$ cat config.mk
export PLATFORM = sky130hd
export DESIGN_NAME = conv_window_gen_flat
export DESIGN_NICKNAME = d
export VERILOG_FILES = /design/src/rtl/conv_window_gen_pkg.sv /design/src/rtl/conv_window_gen_if.sv /design/src/rtl/conv_window_gen_line_buffer.sv /design/src/rtl/conv_window_gen.sv /design/src/flat_wrapper.sv
export SDC_FILE = /design/constraint.sdc
export NUM_CORES = 1
export LEC_CHECK = 0
export ABC_AREA = 1
export BUFFER_PORTS_ARGS = -buffer_cell sky130_fd_sc_hd__buf_2
export CORE_UTILIZATION = 60
export CTS_BUF_LIST = sky130_fd_sc_hd__clkbuf_4
export CTS_CLUSTER_DIAMETER = 100
export CTS_CLUSTER_SIZE = 20
export DETAILED_ROUTE_END_ITERATION = 8
export GPL_ROUTABILITY_DRIVEN = 0
export PLACE_DENSITY = 0.79
export SKIP_LAST_GASP = 1
export SYNTH_ARGS = -nofsm -noshare
export SYNTH_HDL_FRONTEND = slang
export SYNTH_SLANG_ARGS = --single-unit
$ cat constraint.sdc
create_clock -name clk -period 7.5 [get_ports clk]
set_input_delay 0.375 -clock clk [delete_from_list [all_inputs] [get_ports clk]]
set_output_delay 0.375 -clock clk [all_outputs]
set_load 0.005 [all_outputs]
$ cat src/rtl/conv_window_gen_pkg.sv
// conv_pkg: shared window geometry, FSM state type and window-element bit offset
package conv_pkg;
  localparam int WIN = 5;
  localparam int PIX_W = 8;
  localparam int WIN_BITS = WIN * WIN * PIX_W;
  typedef enum logic [1:0] {COLLECT, ISSUE, ACK, BUSY} state_t;
  function automatic int el_off(int r, int c);
    return WIN_BITS - 1 - PIX_W * (WIN * r + c);
  endfunction
endpackage

$ cat src/rtl/conv_window_gen_if.sv
// conv_window_gen_if: pixel stream in (pix_in/pix_valid/pix_ready), window out (win_out/ctr_row/ctr_col/frame_done), conv handshake (conv_start/conv_ready)
interface conv_window_gen_if import conv_pkg::*; #(parameter int IMG_W = 16, parameter int IMG_H = 16);
  logic [PIX_W-1:0] pix_in;
  logic pix_valid;
  logic pix_ready;
  logic [WIN_BITS-1:0] win_out;
  logic conv_start;
  logic conv_ready;
  logic [$clog2(IMG_H)-1:0] ctr_row;
  logic [$clog2(IMG_W)-1:0] ctr_col;
  logic frame_done;
  modport master (output pix_in, pix_valid, conv_ready, input pix_ready, win_out, conv_start, ctr_row, ctr_col, frame_done);
  modport slave (input pix_in, pix_valid, conv_ready, output pix_ready, win_out, conv_start, ctr_row, ctr_col, frame_done);
endinterface

$ cat src/rtl/conv_window_gen_line_buffer.sv
// line_buffer: one image row of pixels; clk, we, addr, wdata in, rdata out (read-before-write, RAM-inferable)
module line_buffer import conv_pkg::*; #(parameter int IMG_W = 16) (
  input  logic clk,
  input  logic we,
  input  logic [$clog2(IMG_W)-1:0] addr,
  input  logic [PIX_W-1:0] wdata,
  output logic [PIX_W-1:0] rdata
);
  logic [PIX_W-1:0] mem [IMG_W];
  assign rdata = mem[addr];
  always_ff @(posedge clk)
    if (we) mem[addr] <= wdata;
endmodule

$ cat src/rtl/conv_window_gen.sv
// conv_window_gen: 5x5 raster window generator; clk, rst (async high), bus = pixel stream in, window + conv start/ready handshake out
module conv_window_gen import conv_pkg::*; #(parameter int IMG_W = 16, parameter int IMG_H = 16) (
  input logic clk,
  input logic rst,
  conv_window_gen_if.slave bus
);
  localparam int CW = $clog2(IMG_W);
  localparam int RW = $clog2(IMG_H);
  state_t state, nxt;
  logic [CW-1:0] col;
  logic [RW-1:0] row;
  logic [PIX_W-1:0] cv [WIN];
  logic [WIN_BITS-1:0] win_nxt;
  logic acc, last_col, last_row, win_ok;
  assign acc = bus.pix_valid & bus.pix_ready;
  assign last_col = col == CW'(IMG_W - 1);
  assign last_row = row == RW'(IMG_H - 1);
  assign win_ok = row >= RW'(4) && col >= CW'(4);
  assign cv[WIN-1] = bus.pix_in;
  // cv[i] is line buffer i at col (oldest row first); each buffer takes the next-younger row
  for (genvar i = 0; i < WIN - 1; i++) begin : g_lb
    line_buffer #(.IMG_W(IMG_W)) u_lb (
      .clk(clk),
      .we(acc),
      .addr(col),
      .wdata(cv[i+1]),
      .rdata(cv[i])
    );
  end
  always_comb begin
    win_nxt = '0;
    for (int r = 0; r < WIN; r++)
      win_nxt[el_off(r, 0) -: WIN*PIX_W] = {bus.win_out[el_off(r, 1) -: (WIN-1)*PIX_W], cv[r]};
  end
  always_ff @(posedge clk or posedge rst)
    if (rst) begin
      row <= '0;
      col <= '0;
      bus.win_out <= '0;
      bus.ctr_row <= '0;
      bus.ctr_col <= '0;
      bus.frame_done <= 1'b0;
    end else begin
      bus.frame_done <= acc & last_col & last_row;
      if (acc) begin
        bus.win_out <= win_nxt;
        col <= last_col ? '0 : col + 1'b1;
        row <= last_col ? (last_row ? '0 : row + 1'b1) : row;
        if (win_ok) begin
          bus.ctr_row <= row - RW'(2);
          bus.ctr_col <= col - CW'(2);
        end
      end
    end
  always_ff @(posedge clk or posedge rst)
    if (rst) state <= COLLECT;
    else state <= nxt;
  always_comb begin
    nxt = state;
    bus.pix_ready = state == COLLECT;
    bus.conv_start = state == ISSUE;
    nxt = state == COLLECT ? (acc && win_ok ? ISSUE : COLLECT) :
          state == ISSUE   ? ACK :
          state == ACK     ? (bus.conv_ready ? ACK : BUSY) :
                             (bus.conv_ready ? COLLECT : BUSY);
  end
endmodule

$ cat src/flat_wrapper.sv
// flat-port wrapper written by rule: the top's interface ports become plain ports
module conv_window_gen_flat import conv_pkg::*;
#(parameter int IMG_W = 16, parameter int IMG_H = 16)
  (clk, rst, bus_pix_in, bus_pix_valid, bus_conv_ready, bus_pix_ready, bus_win_out, bus_conv_start, bus_ctr_row, bus_ctr_col, bus_frame_done);
  conv_window_gen_if #(.IMG_W(IMG_W), .IMG_H(IMG_H)) bus_i ();
  input logic clk;
  input logic rst;
  input wire logic [$bits(bus_i.pix_in)-1:0] bus_pix_in;
  input wire logic [$bits(bus_i.pix_valid)-1:0] bus_pix_valid;
  input wire logic [$bits(bus_i.conv_ready)-1:0] bus_conv_ready;
  output wire logic [$bits(bus_i.pix_ready)-1:0] bus_pix_ready;
  output wire logic [$bits(bus_i.win_out)-1:0] bus_win_out;
  output wire logic [$bits(bus_i.conv_start)-1:0] bus_conv_start;
  output wire logic [$bits(bus_i.ctr_row)-1:0] bus_ctr_row;
  output wire logic [$bits(bus_i.ctr_col)-1:0] bus_ctr_col;
  output wire logic [$bits(bus_i.frame_done)-1:0] bus_frame_done;
  assign bus_i.pix_in = bus_pix_in;
  assign bus_i.pix_valid = bus_pix_valid;
  assign bus_i.conv_ready = bus_conv_ready;
  assign bus_pix_ready = bus_i.pix_ready;
  assign bus_win_out = bus_i.win_out;
  assign bus_conv_start = bus_i.conv_start;
  assign bus_ctr_row = bus_i.ctr_row;
  assign bus_ctr_col = bus_i.ctr_col;
  assign bus_frame_done = bus_i.frame_done;
  conv_window_gen #(.IMG_W(IMG_W), .IMG_H(IMG_H)) u_core (.clk(clk), .rst(rst), .bus(bus_i));
endmodule
# Yosys cells after proc, flatten, opt, wreduce, memory -nomap -nowiden
# Memories as Yosys holds them, arrays and structs flattened. A register that Yosys moved wholly into a read port is not among the register bits.
# Cells that the tools add are included.
# Widths: inputs -> output; s select.
word_totals:
  ram_bits: 512
  memories: 4
  out_inout_bits: 211
  latch_bits: 0
  ff_bits: 219
  romBits: 0
mem_list:
  columns: ["name", "words", "width", "rd", "rd_ports_with_merged_regs", "wr", "line", "source"]
  rows:
  - ["u_core.g_lb[0].u_lb.mem", 16, 8, 1, 1, 1, "conv_window_gen_line_buffer.sv:9", "logic [PIX_W-1:0] mem [IMG_W];"]
  - ["u_core.g_lb[1].u_lb.mem", 16, 8, 1, 0, 1, "conv_window_gen_line_buffer.sv:9", null]
  - ["u_core.g_lb[2].u_lb.mem", 16, 8, 1, 0, 1, "conv_window_gen_line_buffer.sv:9", null]
  - ["u_core.g_lb[3].u_lb.mem", 16, 8, 1, 0, 1, "conv_window_gen_line_buffer.sv:9", null]
classes:
  div_mod_pow: 0
  add_sub_neg: 4
  muxes: 10
  multipliers: 0
  bitwise_logic: 3
  shifts: 0
  reduce_logical: 5
  eq_ne: 4
  magnitude_cmp: 2
ops:
  columns: ["op", "n"]
  rows:
  - ["$add 4x1->4 const B", 2]
  - ["$eq 4x4->1 const B", 2]
  - ["$ge 4x3->1 const B", 2]
  - ["$mux 2", 4]
  - ["$mux 4", 2]
  - ["$sub 4x2->4 const B", 2]
  - ["$mux 1", 4]
  - ["$reduce_and 2->1", 2]
  - ["$and 1x1->1", 3]
  - ["$eq 2x1->1 const B", 1]
  - ["$eq 2x2->1 const B", 1]
  - ["$logic_and 1x1->1", 2]
  - ["$logic_not 2->1", 1]

# Depth between registers and ports, before layout
depth:
  depth_word: 5
  ltp_mapped: 12
  mapped_depth_nobuf: 9

# Cells and area by module
# A second synthesis with hierarchy kept.
unflattened:
  hier_cells: 3048
  area_unflattened_um2: 30135.2
modules_own_cells:
  columns: ["mod", "area_each_um2", "instances", "cells_per_inst"]
  rows:
  - ["line_buffer", 5432.7, 4, 540]
  - ["conv_window_gen", 8404.3, 1, 888]

# Worst setup path before layout
# No wires, ideal clock.
synth_timing:
  kind: "register to register"
  start: "reg u_core.col[1]"
  end: "mem u_core.g_lb[0].u_lb.mem[0][0] (enable)"
  synth_period_minus_slack_ns: 3.108
  setup_slack_ns: 4.392
  n_path_buf: 2
  path_stages_with_launch: 7
  arrival_time_ns: 2.687
  setup_time_ns: 0.421
  cell_sequence: "dfrtp_1 -> inv_1 -> buf_2 -> buf_1 -> ha_1 -> nand2_1 -> nor2_1"
synth_lines:
  columns: ["item", "line", "source"]
  rows:
  - ["from (decl)", "conv_window_gen.sv:10", "logic [CW-1:0] col;"]
  - ["from (signal assigned)", "conv_window_gen.sv:47", "col <= last_col ? '0 : col + 1'b1;"]
  - ["to (decl)", "conv_window_gen_line_buffer.sv:9", null]
# No word-level cell before the write port.

==> out/metrics.cfg <==
[placement]
dp_hpwl_mm = 41.6
numPortBuffers = 222
dpl_worst_slack_ps = 3430

[synthesis]
synth_edf_count = 512
ys_seq_area_share_pct = 69.1
synth_area_leaders = edfxtp_1 (51%), dfrtp_1 (18%), nand2_1 (14%)
yosysMostFrequentCell = nand2_1
avgSynthCellArea_um2 = 10.1
ys_top_cells_by_count = nand2_1 (1,098), edfxtp_1 (512), inv_1 (444)
yosysWarnings = 0
ys_seq_elements = 731
synth.distinct_cells = 26
syn_nets = 3008
synth_top_cell_by_area = edfxtp_1
syn_inst = 2986
async_flop_share_pct = 30.0
synth_ff_type = edfxtp_1
synth_top_area_share_pct = 50.9
netlist_area_um2 = 30200

[sta]
holdWs_ps = 158
rsz0062_at_grt = false
hold_viol = 0
drv_slew = 0
period_needed_ps = 4190
fin_crit_sh_pct = 55.8
tightest_slew_ps = 1340
clock_skew_ps = 58.1
fmaxAchievable_ghz = 0.239
setup_tns_ps = 0
setup_viol = 0
max-slew-margin-rel_pct = 10.5
worst_slack_ps = 3310

[setup_path]
endpoint_kind = register
crit_required_ps = 7860
worst_setup_path_start_kind = register
crit_path_max_fanout = 97
startpoint = u_core.col[0]
arrival_ps = 4540
crit_type = register to register
timing.rr.start = u_core.col[0]

[floorplan]
fp.dieH_um = 226
num_rows = 81
die-area_um2 = 51200
initial_core_util_pct = 61.3
io_pins = 223
dieWidth_um = 226
core-area_um2 = 49300

[grt]
grt_overflow_total = 0
grt_start_max_net_pins = 146
grt_pass1_wl_mm = 110
grt_pass1_vias = 20000
track_usage_pct = 28.2
antenna_found_initial = 1

[clocking]
path_clk_slew_ps = 190
cts_tree = built
cts_inserted_buffers = 42
cts_sinks = 731
clk_path_buf_depth = 3
worstSkewPairLatency_ps = 880
clock-root-buffer = clkbuf_4
htree_levels = 2

[worst_hold_path]
hold_class = input pin to register
hp-start = bus_pix_valid

[routing]
routedWlPerCell_um = 18.7
drt-total-wl_mm = 71.7
drtPass1Iterations = 5
vias = 21100
dr.first_iter.drc_count = 2692
ant_nets = 0
vias_per_cell = 5.49
drc = 0

[run]
cap_violations = 0

[power_and_ir_drop]
peakVddDrop_uv = 190
leakage_nw = 15.0
p_per_area_nw_per_um2 = 375

[outcome]
status = finished clean

[cells_and_area]
seqCellArea_um2 = 20900
multiInputGateArea_um2 = 7150
drive_above_1_share_pct = 11.0
post-route-util_pct = 66.0
nFillCells = 3675
areaGrowthSynthToFinish_pct = 7.75
fin_nets = 3165

final timing paths:
kind | end | slack (ps) | depth (start not counted)
max | u_core.g_lb[0].u_lb.mem[14][0] | 3310 | 7
max reg2reg | u_core.g_lb[0].u_lb.mem[14][0] | 3310 | 7
min | u_core.bus.win_out[196] | 160 | 4
min in group asynchronous | u_core.bus.win_out[75] | 240 | 3
min reg2reg | u_core.bus.win_out[32] | 500 | 2
max in group asynchronous | u_core.col[0] | 5640 | 4
stage by stage:
step / power, W / instance area [um2] / instances
6_report: 0.0122 / 32500 / 3839
5_1_grt: 0.0129 / 32500 / 3839
4_1_cts: 0.0122 / 32500 / 3836
3_5_place_dp: 0.0106 / 31800 / 3751
3_3_place_gp: 0.0104 / 31800 / 3751
2_1_floorplan: 0.00885 / 30200 / 2986
metal layers:
| metal | global-route usage [%] | up-vias | part of all wire [%] |
|---|---|---|---|
| met5 | 0 | - | 0 |
| li1 | - | 9789 | - |
| met1 | 37.6 | 10100 | 40 |
| met4 | 10.6 | 0 | 2.7 |
| met2 | 46.2 | 1038 | 47 |
| met3 | 5.55 | 124 | 10 |
power breakdown:
| part | switching [W] | leakage (nW) | total [W] | internal [W] |
|---|---|---|---|---|
| clock | 0.00114 | 0.347 | 0.00159 | 0.000442 |
| sequential | 0.000438 | 7.42 | 0.00613 | 0.00569 |
| combinational | 0.00325 | 7.23 | 0.00449 | 0.00124 |
| total | 0.00483 | 15.0 | 0.0122 | 0.00738 |
critical path, stage by stage (launching register included):
cell	delay, ps
dfrtp_4	920
buf_4	710
buf_4	920
nand2_1	140
nand3_1	150
nand2_1	70
nand2_1	80
nand4_1	640
flip-flops by register name (all words and copies together) (netlist names):
signal,cells
u_core.col,4
u_core.bus.frame_done,1
u_core.g_lb.u_lb.mem,512
u_core.state,2
u_core.bus.ctr_col,4
u_core.bus.win_out,200
u_core.row,4
u_core.bus.ctr_row,4
cell families after synthesis:
group,Yosys count,synth area share (%)
buffers and inverters,589,7.71
XOR/XNOR,6,0.174
flip-flops,731,69.1
adder cells (fa/ha/maj),10,0.414
AO/OA/AOI/OAI,223,3.71
AND/OR/NAND/NOR,1427,18.9
final cells by class:
cell class                 count  share of cell area (%)
sequential                   731                    64.1
multi-input combinational   1666                    22.0
inverter                     447                    5.23
timing repair buffer         255                    4.33
tap                          664                    2.55
clock buffer                  74                    1.71
clock inverter                 1                  0.0346
antenna                        1                 0.00769
cell usage in the layout (no fill, tap or decap), types with 2 or more instances in the layout:
cell / synthesis / final
nand3_1: 210 / 210
nor2_4: 0 / 18
clkbuf_4: 0 / 74
inv_6: 0 / 3
o21ai_0: 197 / 197
inv_8: 0 / 2
xor2_1: 4 / 4
edfxtp_1: 512 / 512
dlygate4sd3_1: 0 / 10
dfrtp_1: 219 / 217
nand4_1: 25 / 25
buf_4: 6 / 21
nand2_1: 1098 / 1098
buf_2: 73 / 222
dfrtp_4: 0 / 2
o21ai_1: 24 / 24
ha_1: 10 / 10
buf_12: 0 / 2
inv_1: 444 / 442
nor2_1: 89 / 71
xnor2_1: 2 / 2
what timing repair did:
action,4_1_cts,5_1_grt
endpoints found under the hold margin,282,0
gates resized for setup,0,0
setup buffers,0,0
hold buffers,10,0
endpoints found under the setup margin,0,0
No activity file was read; power rests on OpenSTA's default activity.
